## src/rtl/dmem_responder.sv

```systemverilog
`default_nettype none
// +----------------------------------------------------------------------+
// | dmem_responder: multi-cycle data-memory responder for the MEM stage   |
// | (valid/ready request, one-cycle response pulse, pipeline stall).      |
// | Revision: 1.0                                                         |
// +----------------------------------------------------------------------+
module dmem_responder #(
  parameter int ADDR_W      = 8,
  parameter int DATA_W      = 8,
  parameter int WAIT_CYCLES = 2
) (
  input  logic              clk,
  input  logic              rst_n,
  input  logic              req_valid,
  input  logic              req_write,
  input  logic [ADDR_W-1:0] req_addr,
  input  logic [DATA_W-1:0] req_wdata,
  output logic              req_ready,
  output logic              resp_valid,
  output logic [DATA_W-1:0] resp_rdata,
  output logic              stall
);

  localparam logic [3:0] c_wait = 4'(WAIT_CYCLES);

  typedef enum logic [1:0] {
    S_IDLE = 2'd0,
    S_WAIT = 2'd1,
    S_RESP = 2'd2
  } state_t;

  state_t              r_state;
  state_t              w_state_nxt;
  logic [3:0]          r_cnt;
  logic [ADDR_W-1:0]   r_addr;
  logic [DATA_W-1:0]   r_wdata;
  logic                r_write;
  logic [DATA_W-1:0]   r_rdata;
  logic                w_access;
  logic [DATA_W-1:0]   r_mem [0:(2**ADDR_W)-1];

  assign w_access = (r_state == S_WAIT) && (r_cnt == 4'd0);

  always_comb begin
    w_state_nxt = r_state;
    case (r_state)
      S_IDLE:  if (req_valid) w_state_nxt = S_WAIT;
      S_WAIT:  if (w_access)  w_state_nxt = S_RESP;
      S_RESP:  w_state_nxt = S_IDLE;
      default: w_state_nxt = S_IDLE;
    endcase
  end

  always_ff @(posedge clk or negedge rst_n) begin
    if (!rst_n) begin
      r_state <= S_IDLE;
      r_cnt   <= 4'd0;
      r_addr  <= '0;
      r_wdata <= '0;
      r_write <= 1'b0;
      r_rdata <= '0;
    end else begin
      r_state <= w_state_nxt;
      if (r_state == S_IDLE && req_valid) begin
        r_addr  <= req_addr;
        r_wdata <= req_wdata;
        r_write <= req_write;
        r_cnt   <= c_wait;
      end else if (r_state == S_WAIT && r_cnt != 4'd0) begin
        r_cnt <= r_cnt - 4'd1;
      end
      if (w_access) begin
        r_rdata <= r_write ? r_wdata : r_mem[r_addr];
      end
    end
  end

  // Storage is deliberately left out of reset; an async reset clears
  // r_state first, so a pending store can never reach the array.
  always_ff @(posedge clk) begin
    if (w_access && r_write) begin
      r_mem[r_addr] <= r_wdata;
    end
  end

  assign req_ready  = (r_state == S_IDLE);
  assign resp_valid = (r_state == S_RESP);
  assign resp_rdata = r_rdata;
  assign stall      = ((r_state == S_IDLE) && req_valid) || (r_state == S_WAIT);

endmodule
`default_nettype wire

```

## config.mk

```make
export PLATFORM = sky130hd
export DESIGN_NAME = dmem_responder
export DESIGN_NICKNAME = d
export VERILOG_FILES = /design/src/rtl/dmem_responder.sv
export SDC_FILE = /design/constraint.sdc
export NUM_CORES = 2
export LEC_CHECK = 0
export CORE_ASPECT_RATIO = 0.5
export CORE_UTILIZATION = 50
export CTS_CLUSTER_DIAMETER = 150
export DETAILED_ROUTE_END_ITERATION = 12
export PLACE_DENSITY = 0.65
export SETUP_SLACK_MARGIN = 0.3
export SLEW_MARGIN = 5
export SYNTH_ARGS = -nofsm -noshare
export SYNTH_HDL_FRONTEND = slang
export SYNTH_SLANG_ARGS = --single-unit
```

## constraint.sdc

```tcl
create_clock -name clk -period 5.4 [get_ports clk]
set_input_delay 1.08 -clock clk [delete_from_list [all_inputs] [get_ports clk]]
set_output_delay 1.08 -clock clk [all_outputs]
set_load 0.01 [all_outputs]
```

==> key figures <==
Outcome
  • Status: finished, final reports clean

Routing
  • Vias: 40900
  • Total Wirelength: 211 mm
  • DRT Pass-1 Iters: 6
  • Vias/cell: 6.41
  • Post-route DRC: 0
  • Routed Antenna Nets: 0
  • Initial drt markers: about 5700
  • Wire per inst: 33.1 µm

STA
  • Total negative slack: 0 ns
  • Worst Tran Pin Value: 1.43 ns
  • Fmax: 0.244 GHz
  • Final setup vio count: 0
  • Final hold violation count: 0
  • Final Max Tran Viols: 0
  • PnR worst setup slack: about 1.3 ns
  • Setup Skew: 0.0279 ns
  • Fin crit share: 75.8%
  • Slew margin rel.: 4.58%
  • Period minus WS final: 4.09 ns
  • RSZ-0062 raised after global routing: no

Worst hold path
  • Hold WC Path Type: in -> async

Synth
  • Post-synth ARST share: about 1.5%
  • YS warnings: 0
  • Top_reg_cell synth: edfxtp_1
  • Mapped Cells: 3947
  • Netlist cell types: 79
  • Mapped Nets: 3968
  • Sequential fraction of the synthesis area: 76.5%
  • Post-synth EDFFs: slightly above 2000
  • Mean Syn Cell Area: 20.6 µm²
  • Synth Register Bits: just over 2000
  • Netlist Area Pre-Place: 81400 µm²

Critical path
  • Critical path cell sequence: buf_12 -> buf_4 -> mux4_2 -> nand3_1 -> nand4_1 -> o311ai_0 -> a41o_1 -> o41ai_1
  • Kind of start point of the critical path: register
  • Worst setup EP type: register
  • WS Path Type: reg -> reg
  • Critical Path RT: just over 6 ns
  • Worst Path Arrival: 4.76 ns
  • Slowest CP cell: o311ai_0
  • CP max stage delay: 0.85 ns
  • Worst-path fanout max: 46

Clock network
  • Worst skew pair latency: 0.81 ns
  • CTS tree: done
  • H-tree depth: 4
  • Clk buf depth: 3
  • Post-CTS Hold Fix Bufs: 0
  • Post_cts resized: 0
  • CTS Sinks: 2079
  • Postcts setup bufs: 0
  • Root Buffer Master: clkbuf_16
  • CTS clock-pin slew for the worst setup and hold paths: 0.07 ns
  • CTS Buf Count: 178

Layout
  • NumNets Final: roughly 4100
  • Area growth, synth to finish: 10.3%
  • Finished Layout Cells: around 6400
  • Fraction of layout cells with a size suffix above 1: a little over a fifth

Global routing
  • Number of global-route vias before repair: 40500
  • GRT Residual Overflow: 0
  • GRT Overall Usage: roughly a quarter
  • First-pass GRT wire length: 301 mm
  • Initial antenna violation count: 6
  • Largest net degree at the start of global routing: approximately 190

Floorplan
  • FP Rows: 104
  • Initial core utilization: 50.5%
  • Die height: approximately 290 µm
  • Core area: 161000 µm²
  • IO Count: 31
  • Die area: roughly 160000 µm²
  • Die X: 573 µm

Placement
  • Placed Cells: between 6000 and 7000
  • Setup WS pre-CTS: 1.40 ns
  • Routability Congestion: about 0.89
  • Dpl hpwl: 131 mm
  • PortBufs: 30

Power
  • VDD IR max: roughly 0.41 mV
  • Pwr dens: ~540 nW/µm²
  • Lkg Pwr: around 28 nW

Flow run
  • Max Cap Viol: 0
## cells in the mapped netlist (5+ instances only)
cell type / number / area, µm²
o21ai_0: 34 / 170
mux2_2: 26 / 293
dfrtp_1: 31 / 776
nor2b_1: 16 / 100
a22o_1: 7 / 61.3
a211oi_1: 10 / 75.1
a21oi_1: 22 / 110
buf_2: 60 / 300
nand3b_1: 10 / 75.1
a32oi_1: 20 / 175
clkbuf_1: 68 / 255
o221ai_1: 7 / 61.3
mux4_1: 11 / 289
nand4_1: 10 / 62.6
nand2_1: 132 / 495
inv_1: 8 / 30.0
nor2_1: 329 / 1230
a311oi_1: 8 / 70.1
buf_6: 48 / 541
a2111oi_0: 6 / 52.6
buf_4: 52 / 390
nand3_1: 53 / 265
mux4_2: 438 / 9860
a31oi_1: 20 / 125
nand2b_1: 7 / 43.8
a221oi_1: 8 / 70.1
and2_1: 8 / 50.1
mux2i_1: 214 / 2140
and3_1: 17 / 106
o211ai_1: 7 / 52.6
nor4_1: 5 / 31.3
buf_1: 6 / 22.5
edfxtp_1: 2048 / 61500
o22ai_1: 63 / 394
nor3_1: 13 / 65.1
a22oi_1: 45 / 338
## through the flow
step                cell area (µm²)  hold WS (ns)  util [%]  power [mW]
floorplan                     81400         0.482         -        30.8
global placement              84200         0.518      52.2        35.7
detailed placement            84200         0.529      52.2        35.9
CTS                           89800         0.375      55.7        48.3
global route                  89800         0.425      55.7        49.7
finish                        89800         0.407      55.7        48.3
## where the power goes
part	switching, mW	internal, mW
sequential	1.04	20.3
clock	5.78	6.81
combinational	9.36	5.03
total	16.2	32.2
## per-layer routing
layer  track usage, %  part of all wire (%)  vias to the layer above
li1                 -                     -                    16600
met2             38.7                    45                     2314
met5                0                0.0038                        -
met1             37.7                    41                    21700
met3             6.63                    11                      366
met4             7.45                   2.8                        2
## logic make-up (layout without fill, tap and decap cells)
family	count (synthesis)	in the layout	synth area share, %
compound gates	298	298	2.59
xor+xnor	3	3	0.0323
fa+ha+maj	1	1	0.0154
buf+inv	252	513	2.04
flops	2079	2079	76.5
mux	689	689	15.5
other cells	0	3	0
simple gates	625	625	3.39
## path summary, 6_finish.rpt
| kind | from | to | slack (ns) | depth (start not counted) |
|---|---|---|---|---|
| max in group asynchronous | rst_n | r_addr[5]$_DFFE_PN0P_ | 4.30 | 1 |
| worst min register to register | r_cnt[1]$_DFFE_PN0P_ | r_cnt[1]$_DFFE_PN0P_ | 0.54 | 1 |
| worst min-delay path | rst_n | r_wdata[0]$_DFFE_PN0P_ | 0.41 | 1 |
| worst max register to register | r_addr[3]$_DFFE_PN0P_ | resp_rdata[1]$_DFFE_PN0N_ | 1.31 | 8 |
| min in group clk | r_cnt[1]$_DFFE_PN0P_ | r_cnt[1]$_DFFE_PN0P_ | 0.54 | 1 |
| worst max-delay path | r_addr[3]$_DFFE_PN0P_ | resp_rdata[1]$_DFFE_PN0N_ | 1.31 | 8 |
## state kept, by name, indices dropped and copies added (netlist names)
| name | flops |
|---|---|
| r_addr | 8 |
| r_cnt | 4 |
| r_write | 1 |
| r_wdata | 8 |
| resp_rdata | 8 |
| r_state | 2 |
| r_mem | 2048 |
## worst max-delay path: cells and delay by family, from the launching register on
family | cells | cell delay (ns)
buf+inv | 2 | 1.00
compound gates | 3 | 1.40
flops | 1 | 0.74
mux | 1 | 0.43
simple gates | 2 | 0.32
## cells in the final DEF (no fill, tap or decap), types with 11 or more instances in the layout
| cell type | count |
|---|---|
| edfxtp_1 | 2048 |
| clkinv_1 | 45 |
| nand3_1 | 53 |
| nor2b_1 | 13 |
| mux4_1 | 11 |
| o22ai_1 | 63 |
| nor2_1 | 328 |
| buf_12 | 14 |
| dfrtp_4 | 13 |
| clkbuf_16 | 181 |
| mux4_2 | 438 |
| mux2i_1 | 214 |
| buf_4 | 130 |
| clkbuf_1 | 42 |
| o21ai_0 | 34 |
| a21oi_1 | 22 |
| a32oi_1 | 20 |
| nor3_1 | 13 |
| bufinv_16 | 12 |
| clkdlybuf4s50_1 | 29 |
| nand2_1 | 132 |
| a31oi_1 | 20 |
| and3_1 | 17 |
| a22oi_1 | 45 |
| dfrtp_1 | 18 |
| mux2_2 | 26 |
| clkinv_2 | 26 |
## cell type report
cell class                 count  area (µm²)
inverter                      11        46.3
antenna                        3        7.51
clock inverter               101         867
clock buffer                 227        4740
timing repair buffer         174        1550
fill                       11900       71400
sequential                  2079       62300
multi-input combinational   1616       17500
tap                         2173        2720
Note: power is estimated with default switching activity, not from simulation.
